`src/rtl/mips_pkg.sv`:
```
// mips_pkg: shared vectors and architectural constants for the MIPS core
package mips_pkg;
  localparam logic [31:0] RESET_VEC      = 32'h8000_0000;
  localparam logic [31:0] IRQ_VEC        = 32'h8000_0004;
  localparam logic [31:0] EXC_VEC        = 32'h8000_0008;
  localparam logic [31:0] NOP            = 32'h0000_0000;
  localparam int          SUPERVISOR_BIT = 31;
  localparam int          REG_K0         = 26;
endpackage

```
`src/rtl/if_next_pc.sv`:
```
// if_next_pc: next-PC priority mux, supervisor-bit masking and EPC selection
module if_next_pc
  import mips_pkg::SUPERVISOR_BIT;
#(
  parameter logic [31:0] IRQ_VEC = mips_pkg::IRQ_VEC,
  parameter logic [31:0] EXC_VEC = mips_pkg::EXC_VEC
) (
  input  logic [31:0] pc_i,
  input  logic [31:0] ifid_pc_i,
  input  logic [31:0] ifid_pc4_i,
  input  logic        ifid_valid_i,
  input  logic        stall_i,
  input  logic        flush_i,
  input  logic        redirect_i,
  input  logic [31:0] redirect_pc_i,
  input  logic        irq_i,
  input  logic        exc_i,
  output logic [31:0] pc_d_o,
  output logic [31:0] pc4_o,
  output logic [31:0] epc_d_o,
  output logic        take_o,
  output logic        bubble_o,
  output logic        hold_o
);
  logic [31:0] tgt;
  logic        exc_take, irq_take;
  always_comb begin
    pc4_o    = {pc_i[SUPERVISOR_BIT], pc_i[30:0] + 31'd4};
    // a redirect can drop the supervisor bit but never raise it
    tgt      = {redirect_pc_i[SUPERVISOR_BIT] & pc_i[SUPERVISOR_BIT], redirect_pc_i[30:0]};
    exc_take = exc_i & ifid_valid_i;
    irq_take = irq_i & ~pc_i[SUPERVISOR_BIT] & ~ifid_pc_i[SUPERVISOR_BIT] & ~exc_take;
    take_o   = exc_take | irq_take;
    bubble_o = take_o | redirect_i | flush_i;
    hold_o   = stall_i & ~bubble_o;
    pc_d_o   = exc_take ? EXC_VEC : irq_take ? IRQ_VEC : redirect_i ? tgt : stall_i ? pc_i : pc4_o;
    epc_d_o  = exc_take ? ifid_pc4_i : redirect_i ? tgt : ifid_valid_i ? ifid_pc_i : pc_i;
  end
endmodule

```
`src/rtl/if_stage.sv`:
```
// if_stage: instruction fetch, owns PC and the IF/ID pipeline register
module if_stage
  import mips_pkg::NOP, mips_pkg::SUPERVISOR_BIT;
#(
  parameter logic [31:0] RESET_VEC = mips_pkg::RESET_VEC,
  parameter logic [31:0] IRQ_VEC   = mips_pkg::IRQ_VEC,
  parameter logic [31:0] EXC_VEC   = mips_pkg::EXC_VEC
) (
  input  logic        clk,
  input  logic        reset,
  input  logic        stall_i,
  input  logic        flush_i,
  input  logic        redirect_i,
  input  logic [31:0] redirect_pc_i,
  input  logic        irq_i,
  input  logic        exc_i,
  output logic [31:0] imem_addr_o,
  input  logic [31:0] imem_data_i,
  output logic [31:0] ifid_instr_o,
  output logic [31:0] ifid_pc_o,
  output logic [31:0] ifid_pc4_o,
  output logic        ifid_valid_o,
  output logic [31:0] epc_o,
  output logic        epc_we_o,
  output logic        supervisor_o
);
  logic [31:0] pc_q, pc_d, pc4, instr_q, ipc_q, ipc4_q, epc_q, epc_d;
  logic        valid_q, epc_we_q, take, bubble, hold;
  if_next_pc #(.IRQ_VEC(IRQ_VEC), .EXC_VEC(EXC_VEC)) u_next (
    .pc_i(pc_q), .ifid_pc_i(ipc_q), .ifid_pc4_i(ipc4_q), .ifid_valid_i(valid_q),
    .stall_i(stall_i), .flush_i(flush_i), .redirect_i(redirect_i),
    .redirect_pc_i(redirect_pc_i), .irq_i(irq_i), .exc_i(exc_i),
    .pc_d_o(pc_d), .pc4_o(pc4), .epc_d_o(epc_d), .take_o(take),
    .bubble_o(bubble), .hold_o(hold)
  );
  always_ff @(posedge clk) begin
    if (reset) begin
      pc_q     <= RESET_VEC;
      instr_q  <= NOP;
      ipc_q    <= '0;
      ipc4_q   <= '0;
      valid_q  <= 1'b0;
      epc_q    <= '0;
      epc_we_q <= 1'b0;
    end else begin
      pc_q     <= pc_d;
      epc_we_q <= take;
      if (take) epc_q <= epc_d;
      if (!hold) begin
        instr_q <= bubble ? NOP : imem_data_i;
        valid_q <= ~bubble;
        // a bubble keeps the old pc/pc4 so supervisor masking still sees them
        if (!bubble) begin
          ipc_q  <= pc_q;
          ipc4_q <= pc4;
        end
      end
    end
  end
  assign imem_addr_o  = pc_q;
  assign ifid_instr_o = instr_q;
  assign ifid_pc_o    = ipc_q;
  assign ifid_pc4_o   = ipc4_q;
  assign ifid_valid_o = valid_q;
  assign epc_o        = epc_q;
  assign epc_we_o     = epc_we_q;
  assign supervisor_o = pc_q[SUPERVISOR_BIT];
endmodule

```
`config.mk`:
```
export PLATFORM = sky130hd
export DESIGN_NAME = if_stage
export DESIGN_NICKNAME = d
export VERILOG_FILES = /design/src/rtl/mips_pkg.sv /design/src/rtl/if_next_pc.sv /design/src/rtl/if_stage.sv
export SDC_FILE = /design/constraint.sdc
export NUM_CORES = 1
export LEC_CHECK = 0
export CAP_MARGIN = 20
export CORE_ASPECT_RATIO = 1.25
export CORE_MARGIN = 2
export CORE_UTILIZATION = 47
export CTS_BUF_LIST = sky130_fd_sc_hd__clkbuf_16
export DETAILED_ROUTE_END_ITERATION = 6
export GPL_TIMING_DRIVEN = 0
export HOLD_SLACK_MARGIN = 0.05
export PLACE_DENSITY = 0.79
export RECOVER_POWER = 100
export SYNTH_ARGS = -nofsm -noshare
export SYNTH_HDL_FRONTEND = slang
export SYNTH_SLANG_ARGS = --single-unit
```
`constraint.sdc`:
```
create_clock -name clk -period 2.4 [get_ports clk]
set_input_delay 0.36 -clock clk [delete_from_list [all_inputs] [get_ports clk]]
set_output_delay 0.36 -clock clk [all_outputs]
set_load 0.01 [all_outputs]
```
==> reports/results.ini, run 1 <==
[clocking]
clk_pin_slew_ns=0.06
clkLatencyLatePin_ns=0.43
hold_buffers=0
cts_tree=built
clock_path_buffers=2
htree_levels=4
clock-sinks=159
cts_root_buffer=clkbuf_16
numCtsBuffers=17

[worst_setup_path]
reg2reg_slack_ns=0.03
r2r-end=ifid_pc_o[24]$_SDFFE_PP0P_
worst-endpoint-required_ns=2.74
reg2reg_from=imem_addr_o[31]$_SDFFE_PP1P_
r2r_cells=6
cp-start-kind=input port
cp-end-kind=flop
critPathArrivalTime_ns=2.72
crit_type=in2reg
crit_fanout=10

[drt]
drt_pass1_iterations=6
drtIter0Drc=886
ant_nets=0
via_per_inst=5.88
detail_route.wl_per_cell_um=20.7
drc_errors=0
vias=8090
finalWirelength_mm=28.5

[logic_synthesis]
ys_seq_area_frac=0.431
synth_top_cells_by_count=159 x dfxtp_1, 121 x nor2_1, 108 x nand2_1
synthCells=899
yosysTopAreaCell=dfxtp_1
yosys_warnings=0
synth.most_common_cell=dfxtp_1
synth_cell_type_count=45
syn_area_um2=7390
synth_top_cells_by_area=dfxtp_1 43%, a211oi_1 6.3%, nor2_1 6.1%, nand2_1 5.5%, a22oi_1 5.1%
syn-num-nets=971
dominantRegCellSynth=dfxtp_1
netlist.area_leader.share=0.431
avgSynthCellArea_um2=8.22
synth_seq_cells=159
synth-edff-count=0
async_flop_share=0

[finish]
synthToLayoutAreaGrowth_pct=43.8
nets=1224
stdcell_area_um2=10600
layoutNonFillerInstCount=1377
n_antenna_cell=0
layout-drive-gt1-share=0.0833

[global_routing]
grt_pass1_wl_mm=42.5
antenna_found_initial=0
grt_pass1_vias=7715
grt_remaining_overflow=0
grt_max_degree=17
track_usage=0.338

[pwr]
clkPwrFrac=0.415
p_leak_nw=4.08
p_seq_frac=0.435
intPower_mw=4.73
power.total_mw=6.57
vdd_ir_drop_max_v=0.000412
p_sw_mw=1.83
switching_share=0.279
cellPowerDensity_nw_per_um2=618
share_comb_of_total_power=0.150

[die]
ioPinCount=234
die-area_um2=16700
start_util=0.477
die_h_um=144
core_area_um2=15500
fp.dieW_um=116
rows=51

[sta]
rsz0062_at_grt=false
slew_headroom=0.443
setup_viol_count_final=0
timing.hold.ws_ns=0.469
skew_ns=0.00728
worst_pin_slew_ns=0.835
drv_slew=0
timing.final.crit_share=0.993
period_minus_slack_ns=2.38
hold_viol=0
fmax_mhz=420

[hold_path]
min_path_cells=2
worstHoldStart=ifid_pc_o[19]$_SDFFE_PP0P_
hp-class=reg2reg
min_to=ifid_pc_o[19]$_SDFFE_PP0P_

[job]
cap_violations=0

[placement]
dp_hpwl_mm=20.6
dpl.cell_count=1344
port-buffer-count=233
gp_congestion=0.965
placed_area_um2=9990

[outcome]
status=completed

state kept, by name (all words and copies together), names as in the netlist, named ones only:
signal        count
ifid_instr_o     32
ifid_pc_o        32
epc_we_o          1
epc_o            32
ifid_pc4_o       29
ifid_valid_o      1
imem_addr_o      30
logic make-up (layout without fill, tap and decap cells):
logic type | after synthesis | count (layout) | synth area share
xor+xnor | 45 | 45 | 0.0533
flops | 159 | 159 | 0.431
simple gates | 340 | 340 | 0.218
mux | 25 | 25 | 0.0340
fa+ha+maj | 1 | 1 | 0.00169
buf+inv | 102 | 368 | 0.0620
compound gates | 227 | 227 | 0.200
critical path: stages:
cell and delay [ns]:
clkdlybuf4s50_1 0.54, clkbuf_1 0.50, nand4b_1 0.48, clkbuf_2 0.45, nand2_1 0.16, a21oi_1 0.23
placed cells by master, fill, tap and decap left out, types with 6 or more instances in the layout:
cell type	n
a211oi_1	62
buf_2	8
a311oi_1	8
nand4_1	10
a21oi_1	66
nor3_1	30
clkbuf_16	17
o21ai_0	32
xor2_1	20
nor2_1	121
clkbuf_2	20
or3_1	10
nand3_1	15
nand2_1	107
dfxtp_1	157
clkdlybuf4s50_1	72
buf_4	16
dlygate4sd3_1	161
clkbuf_1	54
xnor2_1	25
nand2b_1	6
a22oi_1	50
mux2i_1	24
nor2b_1	10
power by group through the flow:
stage	combinational [mW]	clock, mW	sequential [mW]
global placement	0.990	0	2.90
CTS	1.01	2.73	2.85
finish	0.985	2.73	2.85
floorplan	0.440	0	2.93
detailed placement	1.00	0	2.91
global route	1.05	2.86	2.87
per-layer routing:
layer  vias to the layer above  share of wire  GRT usage
li1                       3672              -          -
met1                      3733           0.36      0.395
met2                       578           0.48      0.563
met3                       107           0.11     0.0809
met4                         0          0.052      0.192
met5                         -              0          0
how the worst max path moves through the flow:
stage,from,slack [ns],endpoint,cells after the start
detailed placement,redirect_i,-0.85,imem_addr_o[20]$_SDFFE_PP0P_,8
floorplan,imem_addr_o[2]$_SDFFE_PP0P_,0.12,ifid_pc4_o[24]$_SDFFE_PP0P_,6
global placement,redirect_i,-0.79,imem_addr_o[20]$_SDFFE_PP0P_,8
finish,stall_i,0.02,ifid_pc_o[24]$_SDFFE_PP0P_,6
CTS,ifid_valid_o$_SDFFE_PP0N_,0.03,ifid_pc_o[24]$_SDFFE_PP0P_,6
global route,imem_addr_o[3]$_SDFFE_PP0P_,0.008,ifid_pc4_o[18]$_SDFFE_PP0P_,6
what timing repair did:
action | 4_1_cts | 5_1_grt
resized for setup | 18 | 18
setup buffers | 3 | 0
setup endpoints to repair | 75 | 72
pin swaps | 1 | 0
cloned | 0 | 0
through the flow:
step / TNS, ns / setup slack [ns] / utilization
2_1_floorplan: 0 / 0.123 / -
3_3_place_gp: -50.26 / -0.794 / 0.644
3_5_place_dp: -51.51 / -0.853 / 0.644
4_1_cts: 0 / 0.0344 / 0.686
5_1_grt: 0 / 0.00755 / 0.685
6_report: 0 / 0.0162 / 0.685
final cells by class:
type / instances / area (um^2)
plain buffers: 98 / 463
clock buffers: 17 / 425
clock inverters: 15 / 163
fillers: 1308 / 4880
inverters: 2 / 7.51
multi-input cells: 638 / 3760
flip-flops and latches: 159 / 3190
well taps: 212 / 265
repair buffers: 236 / 2350
No activity file was read; power rests on OpenSTA's default activity.
==> run 2: changes to the inputs <==
--- a/config.mk
+++ b/config.mk
@@ -13,6 +13,7 @@
 export DETAILED_ROUTE_END_ITERATION = 6
 export GPL_TIMING_DRIVEN = 0
 export HOLD_SLACK_MARGIN = 0.05
+export MAX_ROUTING_LAYER = met4
 export PLACE_DENSITY = 0.79
 export RECOVER_POWER = 100
 export SYNTH_ARGS = -nofsm -noshare
==> run 2 against run 1 <==
Clock skew rose by 0.0073 ns. Maximum frequency rose by 4.2%. Sequential power barely moved. Clock power barely moved. Total power barely moved. Register-to-register slack improved by 0.09 ns. Utilization rose by 0.065 points. First-iteration DRC count fell by 20%. Flip-flop and latch count did not move.
==> reports/results.ini, run 2 (synthesis gave the netlist of run 1 again) <==
[die]
fp.dieW_um=116  ; unchanged
core_area_um2=15500  ; unchanged
die_h_um=144  ; unchanged
rows=51  ; unchanged
die-area_um2=16700  ; unchanged
ioPinCount=234  ; unchanged
start_util=0.477  ; unchanged

[finish]
layout-drive-gt1-share=0.0797  ; -0.00357
nFillCells=1279  ; -2.2%
n_antenna_cell=0  ; unchanged
layoutNonFillerInstCount=1379  ; +0.15%
final_cell_mix=161 x dlygate4sd3_1, 157 x dfxtp_1, 121 x nor2_1
layout_commonest_cell=dlygate4sd3_1
seq_area_um2=3190  ; unchanged
synthToLayoutAreaGrowth_pct=43.9  ; about the same
stdcell_area_um2=10600  ; about the same
nets=1226  ; +0.16%
multi_input_area_um2=3770  ; +0.37%
final_core_util=0.686  ; about the same

[clocking]
clock-sinks=159  ; unchanged
clock_path_buffers=2  ; unchanged
htree_levels=4  ; unchanged
clk_pin_slew_ns=0.06  ; about the same
numCtsBuffers=17  ; unchanged
cts_root_buffer=clkbuf_16
cts_tree=built
clkLatencyLatePin_ns=0.43  ; about the same

[worst_setup_path]
r2r_cells=6  ; unchanged
slowest_stage=clkdlybuf4s50_1
critPathBufInv=4  ; +1
reg2reg_from=imem_addr_o[3]$_SDFFE_PP0P_
critPathArrivalTime_ns=2.65  ; -0.07 ns
r2r-end=ifid_pc4_o[18]$_SDFFE_PP0P_
crit_fanout=10  ; unchanged
cp_top_family=buffers and inverters
cp-end-kind=flop
cp.depth=7  ; +1
crit_type=in2reg
slowest_delay_ns=0.55  ; about the same
reg2reg_slack_ns=0.12  ; +0.09 ns
cp_common_cell=clkbuf_1
path_cells=clkdlybuf4s50_1 -> clkbuf_1 -> and3_1 -> clkbuf_1 -> clkbuf_1 -> a22oi_1 -> nor2_1
cp-start-kind=input port
worst-endpoint-required_ns=2.77  ; +0.03 ns

[placement]
gp_congestion=0.965  ; about the same
port-buffer-count=233  ; unchanged
placed_area_um2=9990  ; unchanged
dp_hpwl_mm=20.8  ; +0.98%
dpl.cell_count=1344  ; unchanged
pre_cts_ws_ns=-0.799  ; +0.0538 ns

[global_routing]
grt_remaining_overflow=0  ; unchanged
grt_pass1_vias=7688  ; -0.35%
track_usage=0.344  ; +0.00634
grt_max_degree=17  ; unchanged
antenna_found_initial=0  ; unchanged
grt_pass1_wl_mm=41.8  ; -1.5%

[hold_path]
min_to=ifid_pc_o[27]$_SDFFE_PP0P_
hp-class=reg2reg
min_path_cells=2  ; unchanged
worstHoldStart=ifid_pc_o[27]$_SDFFE_PP0P_

[drt]
vias=8017  ; -0.90%
via_per_inst=5.81  ; -1.0%
ant_nets=0  ; unchanged
drt_pass1_iterations=6  ; unchanged
detail_route.wl_per_cell_um=20.5  ; -0.71%
drc_errors=0  ; unchanged
finalWirelength_mm=28.3  ; -0.57%
drtIter0Drc=712  ; -20%

[sta]
setup_viol_count_final=0  ; unchanged
timing.hold.ws_ns=0.470  ; +0.000836 ns
drv_slew=0  ; unchanged
setup-tns-final_ns=0  ; unchanged
skew_ns=0.0146  ; +0.00732 ns
rsz0062_at_grt=false
hold_viol=0  ; unchanged
slew_headroom=0.415  ; -0.0280
setup_ws_ns=0.113  ; +0.0970 ns
worst_pin_slew_ns=0.877  ; +0.0420 ns
timing.final.crit_share=0.953  ; -0.0404
fmax_mhz=437  ; +4.2%
period_minus_slack_ns=2.29  ; -0.0970 ns

[outcome]
status=completed

[pwr]
cellPowerDensity_nw_per_um2=617  ; -0.19%
p_leak_nw=4.10  ; +0.56%
power.total_mw=6.56  ; about the same
vdd_ir_drop_max_v=0.000448  ; +8.9%

[job]
cap_violations=0  ; unchanged

run 2: power breakdown:
part	switching [mW]	internal [mW]	total (mW)	leakage, nW
clock network	1.11	1.61	2.72	0.284
logic	0.545	0.443	0.987	2.52
registers	0.102	2.75	2.85	1.30
run 2: worst max path at each step:
stage / start / end
2_1_floorplan: imem_addr_o[2]$_SDFFE_PP0P_ / ifid_pc4_o[24]$_SDFFE_PP0P_
3_3_place_gp: redirect_i / imem_addr_o[20]$_SDFFE_PP0P_
3_5_place_dp: redirect_i / imem_addr_o[20]$_SDFFE_PP0P_
4_1_cts: ifid_valid_o$_SDFFE_PP0N_ / ifid_pc_o[11]$_SDFFE_PP0P_
5_1_grt: imem_addr_o[3]$_SDFFE_PP0P_ / ifid_pc4_o[18]$_SDFFE_PP0P_
6_report: stall_i / ifid_instr_o[25]$_SDFFE_PP0N_
run 2: area by class of cell:
class / instances / share of cell area
multi-input combinational: 638 / 0.355
sequential: 159 / 0.300
timing repair buffer: 238 / 0.222
buffer: 98 / 0.0431
clock buffer: 17 / 0.0400
tap: 212 / 0.0249
clock inverter: 15 / 0.0144
inverter: 2 / 0.000706
run 2: timing repair:
item	CTS	global route
buffers inserted	5	0
pin swaps	2	0
setup endpoints to repair	81	86
endpoints found under the hold margin	0	0
hold buffers	0	0
gates resized for setup	18	12
run 2: metal layers:
metal	global-route usage	vias up	share of wire
met3	0.0771	100	0.098
li1	-	3675	-
met1	0.397	3716	0.37
met4	0.170	0	0.042
met5	-	-	0
met2	0.563	526	0.49
run 2: tightest hold or removal path, cell delays in order, from the launching register on:
cell and delay (ns):
dfxtp_1 0.32, nand2_1 0.05, a21oi_1 0.05
